--- src/rtl/pipe_hazard_ctrl_if.sv ---
// pipe_hazard_ctrl_if: D-stage decode fields, forwarded operands and pipeline control outputs
interface pipe_hazard_ctrl_if #(
    parameter int DATA_W = 32,
    parameter int REG_AW = 5
);
    logic [5:0]        fd_opcode;
    logic [5:0]        fd_funct;
    logic [REG_AW-1:0] fd_rs;
    logic [REG_AW-1:0] fd_rt;
    logic [REG_AW-1:0] fd_rd;
    logic [DATA_W-1:0] fwd_rd_data1;
    logic [DATA_W-1:0] fwd_rd_data2;
    logic              pc_stall;
    logic              dx_bubble;
    logic              fd_flush;
    logic [1:0]        d_pc_sel;
    logic [3:0]        x_alu_ctrl;
    logic              m_MemRead;
    logic              m_MemWrite;
    logic              w_MemtoReg;
    logic              mw_RegWrite;
    logic [REG_AW-1:0] mw_wr_addr;
    logic              mdu_busy;

    modport master (
        output fd_opcode, fd_funct, fd_rs, fd_rt, fd_rd, fwd_rd_data1, fwd_rd_data2,
        input  pc_stall, dx_bubble, fd_flush, d_pc_sel, x_alu_ctrl, m_MemRead, m_MemWrite,
               w_MemtoReg, mw_RegWrite, mw_wr_addr, mdu_busy
    );

    modport slave (
        input  fd_opcode, fd_funct, fd_rs, fd_rt, fd_rd, fwd_rd_data1, fwd_rd_data2,
        output pc_stall, dx_bubble, fd_flush, d_pc_sel, x_alu_ctrl, m_MemRead, m_MemWrite,
               w_MemtoReg, mw_RegWrite, mw_wr_addr, mdu_busy
    );
endinterface

--- src/rtl/pipe_hazard_ctrl.sv ---
// pipe_hazard_ctrl: 5-stage MIPS control with load-use/branch/MDU hazards and D-stage branch resolution
// PIPE_PERF_CNT_EN adds saturating stall_cnt/flush_cnt outputs.
module pipe_hazard_ctrl #(
    parameter int DATA_W  = 32,
    parameter int REG_AW  = 5,
    parameter int MDU_LAT = 4,
    parameter int TD      = 1
) (
    input  logic clock,
    input  logic reset,
`ifdef PIPE_PERF_CNT_EN
    output logic [31:0] stall_cnt,
    output logic [31:0] flush_cnt,
`endif
    pipe_hazard_ctrl_if.slave bus
);
    localparam logic [5:0] OP_R    = 6'b000000;
    localparam logic [5:0] OP_J    = 6'b000010;
    localparam logic [5:0] OP_JAL  = 6'b000011;
    localparam logic [5:0] OP_BEQ  = 6'b000100;
    localparam logic [5:0] OP_BNE  = 6'b000101;
    localparam logic [5:0] OP_SLTI = 6'b001010;
    localparam logic [5:0] OP_ANDI = 6'b001100;
    localparam logic [5:0] OP_ORI  = 6'b001101;
    localparam logic [5:0] OP_XORI = 6'b001110;
    localparam logic [5:0] OP_LUI  = 6'b001111;
    localparam logic [5:0] FN_SLL  = 6'b000000;
    localparam logic [5:0] FN_SRL  = 6'b000010;
    localparam logic [5:0] FN_SRA  = 6'b000011;
    localparam logic [5:0] FN_JR   = 6'b001000;
    localparam logic [5:0] FN_MFHI = 6'b010000;
    localparam logic [5:0] FN_MFLO = 6'b010010;
    localparam logic [5:0] FN_MULT = 6'b011000;
    localparam logic [5:0] FN_DIV  = 6'b011010;
    localparam logic [5:0] FN_ADD  = 6'b100000;
    localparam logic [5:0] FN_SUB  = 6'b100010;
    localparam logic [5:0] FN_AND  = 6'b100100;
    localparam logic [5:0] FN_OR   = 6'b100101;
    localparam logic [5:0] FN_XOR  = 6'b100110;
    localparam logic [5:0] FN_NOR  = 6'b100111;
    localparam logic [5:0] FN_SLT  = 6'b101010;

    if (TD < 0 || MDU_LAT < 1 || MDU_LAT > 15) begin : g_illegal_params
    end

    logic [5:0]        dx_opcode, dx_funct, xm_opcode, mw_opcode;
    logic [3:0]        dx_alu, mdu_cnt, d_alu;
    logic              dx_reg_write, xm_reg_write, mw_reg_write;
    logic [REG_AW-1:0] dx_wr_addr, xm_wr_addr, mw_wr_addr, d_dest;
    logic [DATA_W-1:0] rs_val, rt_val;
    logic is_r, is_j, is_jal, is_beq, is_bne, is_load, is_store, is_lui;
    logic is_jr, is_mdu, is_mf, is_shift_imm, use_rs, use_rt, d_reg_write;
    logic dx_hit, xm_hit, dx_load, xm_load, dx_mdu;
    logic load_use, br_haz, mdu_stall, pc_stall, taken, fd_flush;

    assign rs_val       = bus.fwd_rd_data1;
    assign rt_val       = bus.fwd_rd_data2;
    assign is_r         = bus.fd_opcode == OP_R;
    assign is_j         = bus.fd_opcode == OP_J;
    assign is_jal       = bus.fd_opcode == OP_JAL;
    assign is_beq       = bus.fd_opcode == OP_BEQ;
    assign is_bne       = bus.fd_opcode == OP_BNE;
    assign is_lui       = bus.fd_opcode == OP_LUI;
    assign is_load      = bus.fd_opcode[5:3] == 3'b100;
    assign is_store     = bus.fd_opcode[5:3] == 3'b101;
    assign is_jr        = is_r && bus.fd_funct == FN_JR;
    assign is_mdu       = is_r && (bus.fd_funct == FN_MULT || bus.fd_funct == FN_DIV);
    assign is_mf        = is_r && (bus.fd_funct == FN_MFHI || bus.fd_funct == FN_MFLO);
    assign is_shift_imm = is_r && (bus.fd_funct == FN_SLL || bus.fd_funct == FN_SRL || bus.fd_funct == FN_SRA);

    // rt is only a source for R-type, branches and stores; elsewhere it names the destination
    assign use_rs      = !(is_j || is_jal || is_lui || is_mf || is_shift_imm);
    assign use_rt      = (is_r && !is_jr && !is_mf) || is_beq || is_bne || is_store;
    assign d_dest      = is_jal ? '1 : is_r ? bus.fd_rd : bus.fd_rt;
    assign d_reg_write = !(is_store || is_beq || is_bne || is_j || is_jr || is_mdu) && d_dest != '0;

    always_comb begin
        d_alu = 4'd0;
        if (is_r) begin
            case (bus.fd_funct)
                FN_ADD:  d_alu = 4'd0;
                FN_AND:  d_alu = 4'd1;
                FN_OR:   d_alu = 4'd2;
                FN_SLL:  d_alu = 4'd3;
                FN_SLT:  d_alu = 4'd4;
                FN_SRL:  d_alu = 4'd5;
                FN_SUB:  d_alu = 4'd6;
                FN_XOR:  d_alu = 4'd7;
                FN_SRA:  d_alu = 4'd8;
                FN_NOR:  d_alu = 4'd9;
                default: d_alu = 4'd0;
            endcase
        end else begin
            case (bus.fd_opcode)
                OP_ANDI: d_alu = 4'd1;
                OP_ORI:  d_alu = 4'd2;
                OP_SLTI: d_alu = 4'd4;
                OP_XORI: d_alu = 4'd7;
                OP_LUI:  d_alu = 4'd10;
                default: d_alu = 4'd0;
            endcase
        end
    end

    assign dx_hit  = dx_reg_write && ((use_rs && dx_wr_addr == bus.fd_rs) || (use_rt && dx_wr_addr == bus.fd_rt));
    assign xm_hit  = xm_reg_write && ((use_rs && xm_wr_addr == bus.fd_rs) || (use_rt && xm_wr_addr == bus.fd_rt));
    assign dx_load = dx_opcode[5:3] == 3'b100;
    assign xm_load = xm_opcode[5:3] == 3'b100;
    assign dx_mdu  = dx_opcode == OP_R && (dx_funct == FN_MULT || dx_funct == FN_DIV);

    // a load in DX feeding a branch stalls here, then again via the XM check next cycle
    assign load_use  = dx_hit && dx_load;
    assign br_haz    = (is_beq || is_bne || is_jr) && (dx_hit || (xm_hit && xm_load));
    assign mdu_stall = mdu_cnt != 4'd0 && (is_mf || is_mdu);
    assign pc_stall  = load_use || br_haz || mdu_stall;
    assign taken     = (is_beq && rs_val == rt_val) || (is_bne && rs_val != rt_val);
    assign fd_flush  = !pc_stall && (taken || is_j || is_jal || is_jr);

    assign bus.pc_stall    = pc_stall;
    assign bus.dx_bubble   = pc_stall;
    assign bus.fd_flush    = fd_flush;
    assign bus.d_pc_sel    = pc_stall ? 2'd0 : taken ? 2'd1 : (is_j || is_jal) ? 2'd2 : is_jr ? 2'd3 : 2'd0;
    assign bus.x_alu_ctrl  = dx_alu;
    assign bus.m_MemRead   = xm_load;
    assign bus.m_MemWrite  = xm_opcode[5:3] == 3'b101;
    assign bus.w_MemtoReg  = mw_opcode[5:3] == 3'b100;
    assign bus.mw_RegWrite = mw_reg_write;
    assign bus.mw_wr_addr  = mw_wr_addr;
    assign bus.mdu_busy    = mdu_cnt != 4'd0;

    always_ff @(posedge clock) begin
        if (reset) begin
            dx_opcode    <= '0;
            dx_funct     <= '0;
            dx_alu       <= '0;
            dx_reg_write <= 1'b0;
            dx_wr_addr   <= '0;
            xm_opcode    <= '0;
            xm_reg_write <= 1'b0;
            xm_wr_addr   <= '0;
            mw_opcode    <= '0;
            mw_reg_write <= 1'b0;
            mw_wr_addr   <= '0;
            mdu_cnt      <= '0;
        end else begin
            dx_opcode    <= pc_stall ? '0 : bus.fd_opcode;
            dx_funct     <= pc_stall ? '0 : bus.fd_funct;
            dx_alu       <= pc_stall ? '0 : d_alu;
            dx_reg_write <= pc_stall ? 1'b0 : d_reg_write;
            dx_wr_addr   <= pc_stall ? '0 : d_dest;
            xm_opcode    <= dx_opcode;
            xm_reg_write <= dx_reg_write;
            xm_wr_addr   <= dx_wr_addr;
            mw_opcode    <= xm_opcode;
            mw_reg_write <= xm_reg_write;
            mw_wr_addr   <= xm_wr_addr;
            mdu_cnt      <= dx_mdu ? 4'(MDU_LAT) : mdu_cnt - 4'(mdu_cnt != 4'd0);
        end
    end

`ifdef PIPE_PERF_CNT_EN
    always_ff @(posedge clock) begin
        if (reset) begin
            stall_cnt <= '0;
            flush_cnt <= '0;
        end else begin
            if (pc_stall && !(&stall_cnt)) stall_cnt <= stall_cnt + 32'd1;
            if (fd_flush && !(&flush_cnt)) flush_cnt <= flush_cnt + 32'd1;
        end
    end
`endif
endmodule

--- src/flat_wrapper.sv ---
// flat-port wrapper written by rule: the top's interface ports become plain ports
module pipe_hazard_ctrl_flat 
#(
    parameter int DATA_W  = 32,
    parameter int REG_AW  = 5,
    parameter int MDU_LAT = 4,
    parameter int TD      = 1
)
  (clock, reset, bus_fd_opcode, bus_fd_funct, bus_fd_rs, bus_fd_rt, bus_fd_rd, bus_fwd_rd_data1, bus_fwd_rd_data2, bus_pc_stall, bus_dx_bubble, bus_fd_flush, bus_d_pc_sel, bus_x_alu_ctrl, bus_m_MemRead, bus_m_MemWrite, bus_w_MemtoReg, bus_mw_RegWrite, bus_mw_wr_addr, bus_mdu_busy);
  pipe_hazard_ctrl_if #(.DATA_W(DATA_W), .REG_AW(REG_AW)) bus_i ();
  input  logic clock;
  input  logic reset;
  input wire logic [$bits(bus_i.fd_opcode)-1:0] bus_fd_opcode;
  input wire logic [$bits(bus_i.fd_funct)-1:0] bus_fd_funct;
  input wire logic [$bits(bus_i.fd_rs)-1:0] bus_fd_rs;
  input wire logic [$bits(bus_i.fd_rt)-1:0] bus_fd_rt;
  input wire logic [$bits(bus_i.fd_rd)-1:0] bus_fd_rd;
  input wire logic [$bits(bus_i.fwd_rd_data1)-1:0] bus_fwd_rd_data1;
  input wire logic [$bits(bus_i.fwd_rd_data2)-1:0] bus_fwd_rd_data2;
  output wire logic [$bits(bus_i.pc_stall)-1:0] bus_pc_stall;
  output wire logic [$bits(bus_i.dx_bubble)-1:0] bus_dx_bubble;
  output wire logic [$bits(bus_i.fd_flush)-1:0] bus_fd_flush;
  output wire logic [$bits(bus_i.d_pc_sel)-1:0] bus_d_pc_sel;
  output wire logic [$bits(bus_i.x_alu_ctrl)-1:0] bus_x_alu_ctrl;
  output wire logic [$bits(bus_i.m_MemRead)-1:0] bus_m_MemRead;
  output wire logic [$bits(bus_i.m_MemWrite)-1:0] bus_m_MemWrite;
  output wire logic [$bits(bus_i.w_MemtoReg)-1:0] bus_w_MemtoReg;
  output wire logic [$bits(bus_i.mw_RegWrite)-1:0] bus_mw_RegWrite;
  output wire logic [$bits(bus_i.mw_wr_addr)-1:0] bus_mw_wr_addr;
  output wire logic [$bits(bus_i.mdu_busy)-1:0] bus_mdu_busy;
  assign bus_i.fd_opcode = bus_fd_opcode;
  assign bus_i.fd_funct = bus_fd_funct;
  assign bus_i.fd_rs = bus_fd_rs;
  assign bus_i.fd_rt = bus_fd_rt;
  assign bus_i.fd_rd = bus_fd_rd;
  assign bus_i.fwd_rd_data1 = bus_fwd_rd_data1;
  assign bus_i.fwd_rd_data2 = bus_fwd_rd_data2;
  assign bus_pc_stall = bus_i.pc_stall;
  assign bus_dx_bubble = bus_i.dx_bubble;
  assign bus_fd_flush = bus_i.fd_flush;
  assign bus_d_pc_sel = bus_i.d_pc_sel;
  assign bus_x_alu_ctrl = bus_i.x_alu_ctrl;
  assign bus_m_MemRead = bus_i.m_MemRead;
  assign bus_m_MemWrite = bus_i.m_MemWrite;
  assign bus_w_MemtoReg = bus_i.w_MemtoReg;
  assign bus_mw_RegWrite = bus_i.mw_RegWrite;
  assign bus_mw_wr_addr = bus_i.mw_wr_addr;
  assign bus_mdu_busy = bus_i.mdu_busy;
  pipe_hazard_ctrl #(.DATA_W(DATA_W), .REG_AW(REG_AW), .MDU_LAT(MDU_LAT), .TD(TD)) u_core (.clock(clock), .reset(reset), .bus(bus_i));
endmodule
--- config.mk ---
export PLATFORM = sky130hd
export DESIGN_NAME = pipe_hazard_ctrl_flat
export DESIGN_NICKNAME = d
export VERILOG_FILES = /design/src/rtl/pipe_hazard_ctrl_if.sv /design/src/rtl/pipe_hazard_ctrl.sv /design/src/flat_wrapper.sv
export SDC_FILE = /design/constraint.sdc
export NUM_CORES = 1
export LEC_CHECK = 0
export BUFFER_PORTS_ARGS = -buffer_cell sky130_fd_sc_hd__buf_4
export CELL_PAD_IN_SITES_DETAIL_PLACEMENT = 2
export CELL_PAD_IN_SITES_GLOBAL_PLACEMENT = 2
export CORE_UTILIZATION = 24
export CTS_CLUSTER_SIZE = 30
export DETAILED_ROUTE_END_ITERATION = 6
export GPL_TIMING_DRIVEN = 1
export PLACE_DENSITY_LB_ADDON = 0.08
export SLEW_MARGIN = 5
export SYNTH_ARGS = -nofsm -noshare
export SYNTH_HDL_FRONTEND = slang
export SYNTH_SLANG_ARGS = --single-unit
--- constraint.sdc ---
create_clock -name clock -period 2.4 [get_ports clock]
set_clock_uncertainty 0.2 [all_clocks]
set_input_delay 0.24 -clock clock [delete_from_list [all_inputs] [get_ports clock]]
set_output_delay 0.24 -clock clock [all_outputs]
set_load 0.05 [all_outputs]
# ---- Word-level counts from Yosys, hierarchy flattened
# Cells that the tools add are included.
dict set report op_classes {
  addsub 1
  n_eq_ne 35
  mux 10
  n_reduce_logical 62
}
# cell count
set ops {}
lappend ops {{6-bit by 4-bit == test with 1-bit output, second input constant} 6}
lappend ops {{6-bit by 5-bit == test with 1-bit output, second input constant} 6}
lappend ops {{6-bit == test, second input constant} 6}
lappend ops {{4-bit case mux with 9 select lines} 1}
lappend ops {{32-bit == test} 1}
lappend ops {{32-bit inequality test} 1}
lappend ops {{1-bit logical OR} 29}
lappend ops {{6-bit by 2-bit == test with 1-bit output, second input constant} 4}
lappend ops {{1-bit logical AND} 21}
lappend ops {{5-bit == test} 4}
lappend ops {{4-bit case mux with 5 select lines} 1}
lappend ops {{6-bit logical NOT} 3}
lappend ops {{3-bit == test, second input constant} 5}
lappend ops {{6-bit by 3-bit == test with 1-bit output, second input constant} 2}
lappend ops {{5-bit two-way mux} 2}
lappend ops {{2-bit two-way mux} 4}
lappend ops {{1-bit logical NOT} 5}
lappend ops {{5-bit nonzero test} 1}
lappend ops {{4-bit two-way mux} 1}
lappend ops {{4-bit nonzero test} 1}
lappend ops {{2-bit OR reduction} 2}
lappend ops {{4-bit by 1-bit subtractor with 4-bit output} 1}
lappend ops {{3-bit two-way mux} 1}
dict set report totals {
  register_bits 50
  in_bits 93
  out_inout_bits 19
  elab_cells 121
}

# ---- Logic depth before layout (Yosys ltp)
dict set report depth {
  depth_word 18
  mapped_depth 8
  ltp_nobuf 7
}

# ---- Worst setup path after synthesis
# Ideal clock, no wire load.
dict set report synth_timing {
  path_kind {flip-flop to output port}
  startpoint {register u_core.xm_opcode[5]}
  endpoint {output port bus_pc_stall}
  arrival_time_ns 2.882
  required_ns 1.960
  slack_ns -0.922
  stages_incl_launch_ff 6
  path_buffers 1
  cell_sequence {dfxtp_1 -> nor3b_1 -> nand3_1 -> o22ai_4 -> nand2b_1 -> buf_4}
}
dict set report synth_between {
  elab_chain_cells 6
}
# item line
set synth_lines {}
lappend synth_lines {{start: declaration} pipe_hazard_ctrl.sv:46} ;# logic [5:0] dx_opcode, dx_funct, xm_opcode, mw_opcode;
lappend synth_lines {{start signal: assignment} pipe_hazard_ctrl.sv:151} ;# xm_opcode <= dx_opcode;
lappend synth_lines {{3-bit == test} pipe_hazard_ctrl.sv:108} ;# assign xm_load = xm_opcode[5:3] == 3'b100;
lappend synth_lines {{via bus_m_MemRead} flat_wrapper.sv:25} ;# output wire logic [$bits(bus_i.m_MemRead)-1:0] bus_m_MemRead;
lappend synth_lines {{1-bit logical AND} pipe_hazard_ctrl.sv:113} ;# assign br_haz = (is_beq || is_bne || is_jr) && (dx_hit || (xm_hit && xm_load));
lappend synth_lines {{1-bit logical OR} pipe_hazard_ctrl.sv:113}
lappend synth_lines {{1-bit logical AND} pipe_hazard_ctrl.sv:113}
lappend synth_lines {{1-bit logical OR (2 in a row)} pipe_hazard_ctrl.sv:115} ;# assign pc_stall = load_use || br_haz || mdu_stall;
lappend synth_lines {{end: declaration} flat_wrapper.sv:20} ;# output wire logic [$bits(bus_i.pc_stall)-1:0] bus_pc_stall;
# The timed path passes the listed nets, and every way through them passes these cells.

# ---- Worst setup path in the final report
dict set report layout_timing {
  startpoint {input port bus_fd_funct[0]}
  endpoint {output port bus_d_pc_sel[0]}
}
dict set report layout_between {
  elab_chain_cells 17
  elab_cells_between_ends 47
  classes_between {7 x eq/ne; 4 x mux; 36 x reduce/logical}
}
# item line
set layout_lines {}
lappend layout_lines {{start: declaration} flat_wrapper.sv:14} ;# input wire logic [$bits(bus_i.fd_funct)-1:0] bus_fd_funct;
lappend layout_lines {{6-bit by 4-bit == test with 1-bit output / 6-bit by 5-bit == test with 1-bit output (equally long branches)} {pipe_hazard_ctrl.sv:66, pipe_hazard_ctrl.sv:68}}
lappend layout_lines {{1-bit logical AND / 1-bit logical OR (equally long branches)} {pipe_hazard_ctrl.sv:66, pipe_hazard_ctrl.sv:68}}
lappend layout_lines {{1-bit logical NOT / 1-bit logical AND (equally long branches)} {pipe_hazard_ctrl.sv:73, pipe_hazard_ctrl.sv:68}}
lappend layout_lines {{1-bit logical AND / 1-bit logical NOT (equally long branches)} pipe_hazard_ctrl.sv:73} ;# assign use_rt = (is_r && !is_jr && !is_mf) || is_beq || is_bne || is_store;
lappend layout_lines {{1-bit logical AND} pipe_hazard_ctrl.sv:73}
lappend layout_lines {{1-bit logical OR (3 in a row)} pipe_hazard_ctrl.sv:73}
lappend layout_lines {{1-bit logical AND} pipe_hazard_ctrl.sv:106} ;# assign xm_hit = xm_reg_write && ((use_rs && xm_wr_addr == bus.fd_rs) || (use_rt && xm_wr_addr == bus.fd_rt));
lappend layout_lines {{1-bit logical OR} pipe_hazard_ctrl.sv:106}
lappend layout_lines {{1-bit logical AND} pipe_hazard_ctrl.sv:106}
lappend layout_lines {{1-bit logical AND} pipe_hazard_ctrl.sv:113}
lappend layout_lines {{1-bit logical OR} pipe_hazard_ctrl.sv:113}
lappend layout_lines {{1-bit logical AND} pipe_hazard_ctrl.sv:113}
lappend layout_lines {{1-bit logical OR (2 in a row)} pipe_hazard_ctrl.sv:115}
lappend layout_lines {{2-bit two-way mux (*)} pipe_hazard_ctrl.sv:122} ;# assign bus.d_pc_sel = pc_stall ? 2'd0 : taken ? 2'd1 : (is_j || is_jal) ? 2'd2 : is_jr ? 2'd3 : 2'd0;
lappend layout_lines {{end: declaration} flat_wrapper.sv:23} ;# output wire logic [$bits(bus_i.d_pc_sel)-1:0] bus_d_pc_sel;
# Mark *: on every way between the ends. The rest lies on a longest branch, timed or not.

==> flow_metrics.py <==
metrics = {
    "run_status": {
        "status": "finished, violations left",
        "violations": "setup timing",
    },
    "setup_path": {
        "slowest_stage": "or4b_4",
        "cp.required_ns": 1.96,
        "worstPathArrival_ns": 1.97,
        "critical-path-max-stage-delay_ns": 0.57,
        "endpoint_kind": "primary output",
        "reg2reg_from": "u_core.xm_wr_addr[4]$_SDFF_PP0_",
        "start_kind": "input port",
        "cp-startpoint": "bus_fd_funct[0]",
        "worstSetupPathType": "input port to primary output",
        "cp_max_fo": 4,
        "worstPathCellList": "buf_4 -> or4b_4 -> nor2_4 -> o32ai_4 -> a22oi_2 -> o22ai_4 -> buf_12 -> a21oi_4 -> buf_6",
    },
    "yosys": {
        "synth_edf_count": 0,
        "yosysTopAreaCellShare_pct": 34.2,
        "synth_cell_types": 49,
        "syn_area_per_cell_um2": 9.55,
        "ys.flop_type": "dfxtp_1",
        "syn-num-nets": 359,
        "synth.largest_area_cell": "dfxtp_1",
        "synth.area.top_cells": "dfxtp_1 34%, xnor2_1 16%, nor2b_1 5.0%",
        "ys_ff_latch": 43,
        "syn-cell-area_um2": 2520,
        "ys_seq_area_share_pct": 34.2,
        "async_flop_share_pct": 0,
        "synth_warnings": 0,
        "synth_cells": 264,
    },
    "timing": {
        "fin_crit_sh_pct": 100,
        "tightest_slew_ns": 0.465,
        "relSlewSlack_pct": 68.7,
        "drv_slew": 0,
        "fin_crit_ns": 2.41,
        "setup_viol_count_final": 2,
        "max_freq_mhz": 415,
        "finalHoldViolations": 0,
        "setup_slack_ns": -0.00861,
        "rsz0062_at_grt": "yes",
    },
    "clocking": {
        "clkSlewWorstSetupHoldPaths_ns": 0.09,
        "h-tree-depth": 2,
        "cts_tree": "yes",
        "cts_root_buf": "clkbuf_8",
        "clk_latency_ns": 0.31,
        "cts.path.max_buffers": 2,
        "postCtsHoldBufs": 0,
        "cts_made_buffers": 5,
        "clock_sinks": 43,
    },
    "detailed_routing": {
        "via_per_inst": 4.56,
        "drtIter0Drc": 39,
        "drtAntennaViolNets": 0,
        "drc": 0,
        "wl_mm": 8.68,
        "firstDrtPassIters": 3,
        "route.vias.total": 2469,
        "wl_per_cell_um": 16.0,
    },
    "floorplanning": {
        "die_w_um": 104,
        "core_um2": 10200,
        "start_util_pct": 24.6,
        "rows": 37,
        "io-pin-count": 112,
        "die_h_um": 104,
        "dieArea_um2": 10900,
    },
    "grt": {
        "gr-total-overflow": 0,
        "grt_pass1_wl_mm": 13.8,
        "grt_pass1_vias": 2762,
        "grt_max_degree": 34,
        "track_usage_pct": 16.3,
        "antenna_found_initial": 0,
    },
    "layout": {
        "final_cell_mix": "138 x buf_4, 45 x xnor2_1, 43 x dfxtp_1",
        "diodes": 0,
        "nets": 500,
        "area_delta_synth_final_pct": 57.4,
        "design_area_um2": 3970,
        "drive_above_1_share_pct": 48.0,
        "mostFrequentLayoutCell": "buf_4",
    },
    "power_and_ir_drop": {
        "p_clk_share_pct": 26.4,
        "leakage_nw": 1.66,
        "p_total_mw": 1.92,
        "intPower_mw": 1.29,
        "power_density_nw_per_um2": 484,
        "power_switching_mw": 0.626,
        "max-vdd-ir-drop_mv": 0.192,
        "pwr-share-seq_pct": 41.7,
        "pwr-share-comb_pct": 31.8,
        "swShare_pct": 32.6,
    },
    "worst_hold_path": {
        "hp-start": "bus_fd_opcode[5]",
        "min_path_type": "input port to register",
    },
    "placement": {
        "gp_congestion": 0.791,
        "post_dp_cell_area_um2": 3740,
        "dpl.hpwl_mm": 7.10,
        "numPortBuffers": 111,
    },
    "flow_run": {
        "drv_cap": 0,
    },
}
## logic make-up after synthesis
family / after synthesis / synth area share [%]
flops: 43 / 34.2
buf+inv: 17 / 3.67
simple gates: 111 / 29.2
mux: 5 / 1.99
xor+xnor: 55 / 19.1
compound gates: 31 / 10.8
fa+ha+maj: 2 / 0.993
## per-layer routing
| metal | up-vias | track usage [%] | share of wire, % |
|---|---|---|---|
| met4 | 0 | 4.39 | 1.1 |
| met3 | 9 | 2.51 | 2.8 |
| met2 | 46 | 30.4 | 55 |
| met5 | - | 0 | 0 |
| met1 | 1205 | 19.2 | 41 |
| li1 | 1209 | - | - |
## Yosys cell counts, drive strengths merged (6+ instances only)
| master | instances |
|---|---|
| nand2 | 10 |
| nor2 | 13 |
| buf | 8 |
| nand3 | 9 |
| nor4 | 8 |
| dfxtp | 43 |
| nand4 | 12 |
| nor3 | 15 |
| xnor2 | 45 |
| xor2 | 10 |
| nor3b | 12 |
| a21oi | 6 |
| nor2b | 20 |
## repair_timing
| action | in CTS | in global routing |
|---|---|---|
| setup buffers | 4 | 1 |
| hold endpoints to repair | 0 | 0 |
| setup endpoints to repair | 5 | 5 |
| pin swaps | 9 | 8 |
| gates resized for setup | 16 | 5 |
## layout make-up
| class | instances | area [um^2] |
|---|---|---|
| clock buffers | 5 | 68.8 |
| well taps | 136 | 170 |
| multi-input cells | 204 | 1680 |
| flip-flops and latches | 43 | 861 |
| fillers | 1171 | 6260 |
| repair buffers | 146 | 1140 |
| clock inverters | 3 | 26.3 |
| inverters | 5 | 18.8 |
## state kept, by name, summed over array words and instances, names as in the netlist, 4 cells and up
signal / cells
u_core.bus.mw_wr_addr: 5
u_core.bus.x_alu_ctrl: 4
u_core.dx_funct: 5
u_core.dx_opcode: 6
u_core.dx_wr_addr: 5
u_core.mdu_cnt: 4
u_core.xm_wr_addr: 5
## path summary, 6_finish.rpt
path / slack [ns] / endpoint / cells past startpoint
max: -0.009 / bus_d_pc_sel[0] / 9
min reg2reg: 0.29 / u_core.mw_opcode[5]$_SDFF_PP0_ / 1
min: 0.03 / u_core.dx_opcode[5]$_SDFF_PP0_ / 2
max reg2reg: 0.34 / u_core.dx_funct[5]$_SDFF_PP0_ / 7
## per-stage QoR
step	setup TNS [ns]	worst slack [ns]	cells	hold slack, ns	util, %
after global placement	-0.0992	-0.0278	529	0.266	36.5
final	-0.0116	-0.00861	542	0.0333	38.8
after detailed placement	-0.525	-0.0812	529	0.278	36.5
after global routing	-0.408	-0.0856	542	0.0320	38.8
after CTS	-0.269	-0.0565	541	0.0256	38.5
after floorplan	-0.377	-0.107	264	0.112	-
## worst max-delay path: cells and delay by family
| family | cells | cell delay [ns] |
|---|---|---|
| buffers and inverters | 3 | 0.45 |
| AO/OA/AOI/OAI | 4 | 0.57 |
| AND/OR/NAND/NOR | 2 | 0.72 |
## power groups by stage
| stage | combinational (mW) | sequential (mW) | clock [mW] |
|---|---|---|---|
| after floorplan | 0.331 | 0.822 | 0 |
| after global placement | 0.586 | 0.815 | 0 |
| after detailed placement | 0.603 | 0.819 | 0 |
| after CTS | 0.618 | 0.803 | 0.527 |
| after global routing | 0.670 | 0.808 | 0.551 |
| final | 0.611 | 0.801 | 0.507 |
No activity file was read; power rests on OpenSTA's default activity.
